===== src/rtl/btn_pkg.sv =====
// btn_pkg: shared types and width helpers for the button debouncer
//   btn_state_t : per-button debounce FSM state (RELEASED = 0)
//   cnt_w()     : counter width able to hold 0..n-1, never below 1 bit
package btn_pkg;

    typedef enum logic [1:0] {
        RELEASED   = 2'd0,
        PRESS_PEND = 2'd1,
        PRESSED    = 2'd2,
        REL_PEND   = 2'd3
    } btn_state_t;

    function automatic int cnt_w(input int n);
        return (n > 2) ? $clog2(n) : 1;
    endfunction

endpackage


===== src/rtl/btn_debounce_if.sv =====
// btn_debounce_if: raw button pins in, debounced levels and strobes out
//   btn_raw     : asynchronous pin levels
//   btn_level   : debounced state, 1 = pressed
//   btn_press   : 1-cycle strobe on accepted press
//   btn_release : 1-cycle strobe on accepted release
//   btn_repeat  : 1-cycle auto-repeat strobe while held
//   master = board/consumer side, slave = debouncer side
interface btn_debounce_if #(
    parameter int N_BTN = 7
);
    logic [N_BTN-1:0] btn_raw;
    logic [N_BTN-1:0] btn_level;
    logic [N_BTN-1:0] btn_press;
    logic [N_BTN-1:0] btn_release;
    logic [N_BTN-1:0] btn_repeat;

    modport master (output btn_raw, input btn_level, btn_press, btn_release, btn_repeat);
    modport slave  (input btn_raw, output btn_level, btn_press, btn_release, btn_repeat);
endinterface


===== src/rtl/btn_debounce_ch.sv =====
// btn_debounce_ch: one button's debounce FSM, debounce counter and optional repeat counter
//   clk, rst_n : clock, asynchronous active-low reset
//   s          : synchronised, polarity-normalised input (1 = pressed)
//   level      : debounced level
//   press/rel  : registered 1-cycle strobes on accepted press/release
//   rpt        : registered auto-repeat strobe (tied 0 unless BTN_DEBOUNCE_REPEAT_EN)
module btn_debounce_ch
    import btn_pkg::*;
#(
    parameter int DB_CYCLES     = 100000,
    parameter int REPEAT_DELAY  = 5000000,
    parameter int REPEAT_PERIOD = 1000000
) (
    input  logic clk,
    input  logic rst_n,
    input  logic s,
    output logic level,
    output logic press,
    output logic rel,
    output logic rpt
);
    localparam int CW = cnt_w(DB_CYCLES);
    localparam logic [CW-1:0] CNT_LAST = CW'(DB_CYCLES - 1);

    if (DB_CYCLES < 2 || REPEAT_PERIOD < 1 || REPEAT_PERIOD > REPEAT_DELAY) begin : g_bad_cfg
        $error("btn_debounce_ch: invalid DB_CYCLES/REPEAT_DELAY/REPEAT_PERIOD");
    end

    btn_state_t    state_q, state_d;
    logic [CW-1:0] cnt_q, cnt_d;
    logic          level_q, level_d;
    logic          press_q, press_d;
    logic          rel_q, rel_d;

    // Any disagreeing sample in a pending state drops back to the stable state:
    // the count always restarts from zero, there is no partial credit.
    always_comb begin
        state_d = state_q;
        cnt_d   = cnt_q;
        level_d = level_q;
        press_d = 1'b0;
        rel_d   = 1'b0;
        case (state_q)
            RELEASED: if (s) begin
                state_d = PRESS_PEND;
                cnt_d   = CW'(1);
            end
            PRESS_PEND: if (!s) begin
                state_d = RELEASED;
                cnt_d   = '0;
            end else if (cnt_q == CNT_LAST) begin
                state_d = PRESSED;
                cnt_d   = '0;
                level_d = 1'b1;
                press_d = 1'b1;
            end else begin
                cnt_d = cnt_q + 1'b1;
            end
            PRESSED: if (!s) begin
                state_d = REL_PEND;
                cnt_d   = CW'(1);
            end
            REL_PEND: if (s) begin
                state_d = PRESSED;
                cnt_d   = '0;
            end else if (cnt_q == CNT_LAST) begin
                state_d = RELEASED;
                cnt_d   = '0;
                level_d = 1'b0;
                rel_d   = 1'b1;
            end else begin
                cnt_d = cnt_q + 1'b1;
            end
            default: state_d = RELEASED;
        endcase
    end

    always_ff @(posedge clk or negedge rst_n) begin
        if (!rst_n) begin
            state_q <= RELEASED;
            cnt_q   <= '0;
            level_q <= 1'b0;
            press_q <= 1'b0;
            rel_q   <= 1'b0;
        end else begin
            state_q <= state_d;
            cnt_q   <= cnt_d;
            level_q <= level_d;
            press_q <= press_d;
            rel_q   <= rel_d;
        end
    end

    assign level = level_q;
    assign press = press_q;
    assign rel   = rel_q;

`ifdef BTN_DEBOUNCE_REPEAT_EN
    localparam int RW = cnt_w(REPEAT_DELAY);
    localparam logic [RW-1:0] RPT_LAST   = RW'(REPEAT_DELAY - 1);
    localparam logic [RW-1:0] RPT_RELOAD = RW'(REPEAT_DELAY - REPEAT_PERIOD);

    logic [RW-1:0] rpt_cnt_q, rpt_cnt_d;
    logic          rpt_q, rpt_d;

    // Counter holds cycles since press; after a pulse it is rewound so the
    // next terminal count comes REPEAT_PERIOD cycles later. The release edge
    // itself wins over a coincident repeat.
    always_comb begin
        rpt_cnt_d = '0;
        rpt_d     = 1'b0;
        if (state_q inside {PRESSED, REL_PEND} && !rel_d) begin
            rpt_d     = (rpt_cnt_q == RPT_LAST);
            rpt_cnt_d = rpt_d ? RPT_RELOAD : rpt_cnt_q + 1'b1;
        end
    end

    always_ff @(posedge clk or negedge rst_n) begin
        if (!rst_n) begin
            rpt_cnt_q <= '0;
            rpt_q     <= 1'b0;
        end else begin
            rpt_cnt_q <= rpt_cnt_d;
            rpt_q     <= rpt_d;
        end
    end

    assign rpt = rpt_q;
`else
    assign rpt = 1'b0;
`endif

endmodule


===== src/rtl/btn_debounce.sv =====
// btn_debounce: synchronise, polarity-normalise and debounce N_BTN push-buttons
//   clk, rst_n : PLL clock, asynchronous active-low reset
//   bus        : btn_debounce_if.slave (btn_raw in; level/press/release/repeat out)
//   Optional auto-repeat enabled by defining BTN_DEBOUNCE_REPEAT_EN.
module btn_debounce
    import btn_pkg::*;
#(
    parameter int               N_BTN           = 7,
    parameter int               DB_CYCLES       = 100000,
    parameter logic [N_BTN-1:0] ACTIVE_LOW_MASK = 7'b0000001,
    parameter int               REPEAT_DELAY    = 5000000,
    parameter int               REPEAT_PERIOD   = 1000000
) (
    input  logic           clk,
    input  logic           rst_n,
    btn_debounce_if.slave  bus
);
    logic [N_BTN-1:0] sync1_q, sync2_q, s;
    logic [N_BTN-1:0] level, press, rel, rpt;

    // Sync flops reset to the idle (not-pressed) pin level so no phantom
    // press is seen on the active-low button after reset.
    always_ff @(posedge clk or negedge rst_n) begin
        if (!rst_n) begin
            sync1_q <= ACTIVE_LOW_MASK;
            sync2_q <= ACTIVE_LOW_MASK;
        end else begin
            sync1_q <= bus.btn_raw;
            sync2_q <= sync1_q;
        end
    end

    assign s = sync2_q ^ ACTIVE_LOW_MASK;

    for (genvar i = 0; i < N_BTN; i++) begin : g_ch
        btn_debounce_ch #(
            .DB_CYCLES    (DB_CYCLES),
            .REPEAT_DELAY (REPEAT_DELAY),
            .REPEAT_PERIOD(REPEAT_PERIOD)
        ) u_ch (
            .clk  (clk),
            .rst_n(rst_n),
            .s    (s[i]),
            .level(level[i]),
            .press(press[i]),
            .rel  (rel[i]),
            .rpt  (rpt[i])
        );
    end

    assign bus.btn_level   = level;
    assign bus.btn_press   = press;
    assign bus.btn_release = rel;
    assign bus.btn_repeat  = rpt;

endmodule


===== src/flat_wrapper.sv =====
// flat-port wrapper written by rule: the top's interface ports become plain ports
module btn_debounce_flat import btn_pkg::*;
#(
    parameter int               N_BTN           = 7,
    parameter int               DB_CYCLES       = 100000,
    parameter logic [N_BTN-1:0] ACTIVE_LOW_MASK = 7'b0000001,
    parameter int               REPEAT_DELAY    = 5000000,
    parameter int               REPEAT_PERIOD   = 1000000
)
  (clk, rst_n, bus_btn_raw, bus_btn_level, bus_btn_press, bus_btn_release, bus_btn_repeat);
  btn_debounce_if #(.N_BTN(N_BTN)) bus_i ();
  input  logic clk;
  input  logic rst_n;
  input wire logic [$bits(bus_i.btn_raw)-1:0] bus_btn_raw;
  output wire logic [$bits(bus_i.btn_level)-1:0] bus_btn_level;
  output wire logic [$bits(bus_i.btn_press)-1:0] bus_btn_press;
  output wire logic [$bits(bus_i.btn_release)-1:0] bus_btn_release;
  output wire logic [$bits(bus_i.btn_repeat)-1:0] bus_btn_repeat;
  assign bus_i.btn_raw = bus_btn_raw;
  assign bus_btn_level = bus_i.btn_level;
  assign bus_btn_press = bus_i.btn_press;
  assign bus_btn_release = bus_i.btn_release;
  assign bus_btn_repeat = bus_i.btn_repeat;
  btn_debounce #(.N_BTN(N_BTN), .DB_CYCLES(DB_CYCLES), .ACTIVE_LOW_MASK(ACTIVE_LOW_MASK), .REPEAT_DELAY(REPEAT_DELAY), .REPEAT_PERIOD(REPEAT_PERIOD)) u_core (.clk(clk), .rst_n(rst_n), .bus(bus_i));
endmodule

===== config.mk =====
export PLATFORM = sky130hd
export DESIGN_NAME = btn_debounce_flat
export DESIGN_NICKNAME = d
export VERILOG_FILES = /design/src/rtl/btn_pkg.sv /design/src/rtl/btn_debounce_if.sv /design/src/rtl/btn_debounce_ch.sv /design/src/rtl/btn_debounce.sv /design/src/flat_wrapper.sv
export SDC_FILE = /design/constraint.sdc
export NUM_CORES = 1
export LEC_CHECK = 0
export ABC_AREA = 1
export BUFFER_PORTS_ARGS = -buffer_cell sky130_fd_sc_hd__buf_4
export CORE_UTILIZATION = 37
export CTS_CLUSTER_DIAMETER = 150
export CTS_CLUSTER_SIZE = 8
export DETAILED_ROUTE_END_ITERATION = 7
export PLACE_DENSITY = 0.6
export RECOVER_POWER = 25
export SLEW_MARGIN = 20
export SYNTH_ARGS = -nofsm -noshare
export SYNTH_HDL_FRONTEND = slang
export SYNTH_SLANG_ARGS = --single-unit

===== constraint.sdc =====
create_clock -name clk -period 3 [get_ports clk]
set_input_delay 0.15 -clock clk [delete_from_list [all_inputs] [get_ports clk]]
set_output_delay 0.15 -clock clk [all_outputs]
set_load 0.02 [all_outputs]

==> flow_summary.rst <==
.. list-table::
   :header-rows: 1

   * - Metric
     - Value
   * - Result of the run
     - completed
   * - Startpoint types
     - flip-flop
   * - Peak per-stage delay on the critical path
     - ~0.38 ns
   * - Measured slew at the worst slew-check pin
     - about 1.3 ns
   * - GPL Wtd Cong
     - between 0.8 and 0.9
   * - Number of H-tree levels
     - 4
   * - Number of flops mapped to enable cells by yosys
     - 0
   * - Clock tree from TritonCTS
     - built
   * - Startpoint-to-endpoint class of the critical path
     - flip-flop to flip-flop
   * - Unique masters post-synth
     - 50
   * - Non-filler instance count after layout
     - roughly 1600
   * - Final core area utilization
     - 0.424
   * - Number of max-capacitance violations reported
     - 0
   * - Most instantiated flip-flop cell in the synthesis netlist
     - sky130_fd_sc_hd__dfrtp_1
   * - Worst-path fanout max
     - 7
   * - Via count of the first global-routing pass
     - between 7000 and 8000
   * - Yosys top cell area share
     - 0.444
   * - Remaining Overflow, GRT
     - 0
   * - Clk sink count
     - approximately 170
   * - Crit path capture type
     - flip-flop
   * - Total wire length after detailed routing
     - 18800 µm
   * - Placed cell area
     - 9760 µm²
   * - Peak clock frequency supported by timing
     - 572 MHz
   * - Full die area
     - between 20000 and 30000 µm²
   * - Crit path buf inv count
     - 1
   * - Relative slew margins
     - 0.146
   * - Internal portion of total power
     - slightly above 4 mW
   * - Cell family contributing the most delay on the critical path
     - simple AND/OR/NAND/NOR gates
   * - Crit-path most repeated cell
     - sky130_fd_sc_hd__nand2_1
   * - Clk slew on worst S/H paths
     - roughly 0.070 ns
   * - Minimum clock period
     - ~1.7 ns
   * - Via count of the routed design
     - 7552
   * - Switching Fraction
     - 0.274
   * - DRC violations left
     - 0
   * - First-pass iteration count of the detailed router
     - 5
   * - Total of flip-flops plus latches after synthesis
     - 168
   * - Count of input and output buffers
     - 29
   * - Max stage delay cell, worst path
     - sky130_fd_sc_hd__dfrtp_1
   * - # rows
     - 57
   * - Fraction of layout cells with a size suffix above 1
     - 0.0942
   * - Endpoints failing hold
     - 0
   * - Post-route clock period utilization
     - 0.582
   * - Combinational group share of total power
     - 0.132
   * - Most frequent cell after synthesis
     - sky130_fd_sc_hd__nand2_1
   * - Type of the tightest min-delay check
     - flip-flop to flip-flop
   * - Portion of total power attributed to sequential cells
     - 0.443
   * - Worst-Skew Late Latency
     - roughly 0.42 ns
   * - Total standard cell area after synthesis
     - around 9400 µm²
   * - Design Area, Final
     - between 10000 and 15000 µm²
   * - Remaining antenna violation count
     - 0
   * - First-pass GRT wire length
     - ~33000 µm
   * - Number of failing setup endpoints in the final timing report
     - 0
   * - Total power density per cell area
     - ~550 nW/µm²
   * - Post-DR wirelength/cell
     - 11.7 µm
   * - Post-CTS sizing
     - 0
   * - Number of pins exceeding their max-slew limit in the final report
     - 0
   * - Routed vias/inst
     - 4.69
   * - Synth top area cells
     - sky130_fd_sc_hd__dfrtp_1 (44%), sky130_fd_sc_hd__nand2_1 (13%), sky130_fd_sc_hd__nor2_1 (7.2%)
   * - Clock network fraction of total power
     - 0.425
   * - Chip Height
     - 161 µm
   * - Area Growth Syn to Fin
     - 11.3%
   * - Placeable core region
     - ~25000 µm²
   * - Critical Path RT
     - ~3.3 ns
   * - Number of clock buffers inserted by TritonCTS
     - 17
   * - Reg2Reg Setup Slack
     - about 1.3 ns
   * - Synth warn
     - 0
   * - Post-detailed-placement half-perimeter wirelength
     - 13500 µm
   * - Largest net degree at the start of global routing
     - 84
   * - Sum of negative setup slack
     - 0 ns
   * - Overall die width
     - around 160 µm
   * - Setup repair after global routing missed its margin
     - false
   * - Post-route clock skew
     - between 0.008 and 0.009 ns
   * - Maximum ir drop on the vdd rail
     - 0.357 mV
   * - Asr flop ratio synth
     - 1.00
   * - Leakage
     - slightly below 5 nW
   * - Number of buffers on the longest clock path
     - 2
   * - Initial antenna violation count
     - 0
   * - Number of antenna diodes
     - 0
   * - Fill count
     - about 2500
   * - 1st-iter DRT viols
     - 494
   * - Proportion of synthesized chip area in sequential cells
     - 0.450
   * - Leading area contributor after synthesis
     - sky130_fd_sc_hd__dfrtp_1
   * - Final net count
     - about 1300
   * - Net switching power of the design
     - about 1.6 mW
   * - Most used standard cells in the synthesized netlist
     - sky130_fd_sc_hd__nand2_1 (320), sky130_fd_sc_hd__nor2_1 (179), sky130_fd_sc_hd__dfrtp_1 (166), sky130_fd_sc_hd__inv_1 (155), sky130_fd_sc_hd__nand3_1 (105)
   * - Initial core utilization
     - 0.381
   * - Number of instances in the synthesized netlist
     - approximately 1200
   * - Post-synthesis average cell area
     - 7.51 µm²
   * - Global Route Usage Sum
     - 0.153
   * - Cell-by-cell trace of the critical path
     - ha_1, nand2_1, nor2_2, nand3_1, nand2_1, nand2_2, inv_2, nor2_1
   * - Number of I/O pins
     - 37
   * - Master cell of the clock root buffer
     - sky130_fd_sc_hd__clkbuf_16
   * - CP arrival
     - a little over 2 ns
   * - Post-placement cell count
     - between 1500 and 2000
==> cells by family (layout without fill, tap and decap cells) <==
logic type,count (synthesis),after routing,synth area share
AND/OR/NAND/NOR,731,731,0.351
buffers and inverters,206,240,0.0981
flip-flops,168,168,0.450
AO/OA/AOI/OAI,99,99,0.0595
XOR/XNOR,33,33,0.0317
adder cells (fa/ha/maj),7,7,0.00937
other,1,7,0.000401
==> layer usage <==
metal  track usage  up-vias  part of all wire
met3        0.0244       17             0.023
met1         0.210     3468              0.50
met5             0        -                 0
met2         0.246      104              0.46
met4        0.0497        0             0.012
li1              -     3963                 -
==> timing repair <==
action | in CTS | in global routing
buffers inserted | 0 | 0
hold buffers | 8 | 0
setup endpoints to repair | 0 | 0
hold endpoints to repair | 55 | 0
==> through the flow <==
| step | hold slack, ns | setup WS (ns) | total power [mW] |
|---|---|---|---|
| after floorplan | -0.146 | 1.57 | 3.11 |
| after detailed placement | 0.132 | 1.27 | 3.31 |
| final | 0.354 | 1.25 | 5.70 |
| after CTS | 0.252 | 1.25 | 5.78 |
| after global placement | 0.129 | 1.32 | 3.30 |
| after global routing | 0.360 | 0.910 | 5.99 |
==> power by group through the flow <==
stage	clock, mW	sequential, mW	combinational, mW
after CTS	2.49	2.52	0.763
after floorplan	0	2.53	0.580
after global placement	0	2.56	0.741
after global routing	2.58	2.54	0.862
final	2.42	2.52	0.750
after detailed placement	0	2.56	0.750
==> final cells by class <==
class / count / area [µm²] / share of cell area
clock inverter: 11 / 196 / 0.0189
inverter: 170 / 651 / 0.0625
timing repair buffer: 39 / 244 / 0.0234
tap: 324 / 405 / 0.0389
multi-input combinational: 877 / 4250 / 0.408
sequential: 168 / 4210 / 0.404
clock buffer: 20 / 457 / 0.0439
==> path summary, 6_finish.rpt <==
path / cells after the start / end / start
hold / removal: 0 / u_core.sync2_q[6] / u_core.sync1_q[6]
max in group asynchronous: 3 / u_core.g_ch[5].u_ch.cnt_q[5] / rst_n
setup / recovery: 8 / u_core.g_ch[4].u_ch.cnt_q[4] / u_core.g_ch[4].u_ch.cnt_q[0]
setup reg to reg: 8 / u_core.g_ch[4].u_ch.cnt_q[4] / u_core.g_ch[4].u_ch.cnt_q[0]
hold reg to reg: 0 / u_core.sync2_q[6] / u_core.sync1_q[6]
min in group asynchronous: 2 / u_core.g_ch[4].u_ch.cnt_q[10] / rst_n
==> cells in the final DEF, fill, tap and decap left out, types with 6 or more instances in the layout <==
cell type                       instances
sky130_fd_sc_hd__nand4_1               33
sky130_fd_sc_hd__clkbuf_1              22
sky130_fd_sc_hd__nand2_2               14
sky130_fd_sc_hd__ha_1                   7
sky130_fd_sc_hd__nor2_1               179
sky130_fd_sc_hd__clkbuf_16             17
sky130_fd_sc_hd__nand2_1              320
sky130_fd_sc_hd__nor2_2                23
sky130_fd_sc_hd__nand3_1              105
sky130_fd_sc_hd__dlygate4sd3_1          8
sky130_fd_sc_hd__clkbuf_4               7
sky130_fd_sc_hd__inv_1                155
sky130_fd_sc_hd__inv_2                 10
sky130_fd_sc_hd__dfrtp_1              166
sky130_fd_sc_hd__xor2_1                29
sky130_fd_sc_hd__o21ai_1                6
sky130_fd_sc_hd__nor2_4                 6
sky130_fd_sc_hd__a21oi_1               24
sky130_fd_sc_hd__conb_1                 7
sky130_fd_sc_hd__o21ai_0               47
sky130_fd_sc_hd__nor3_1                24
==> state kept, by name, summed over array words and instances (netlist names), named ones only <==
register                  flops
u_core.g_ch.u_ch.cnt_q      119
u_core.g_ch.u_ch.level        7
u_core.g_ch.u_ch.rel          7
u_core.g_ch.u_ch.state_q      7
u_core.sync1_q                7
u_core.sync2_q                7
u_core.g_ch.u_ch.press        7
Power figures use the tool's default switching activity.
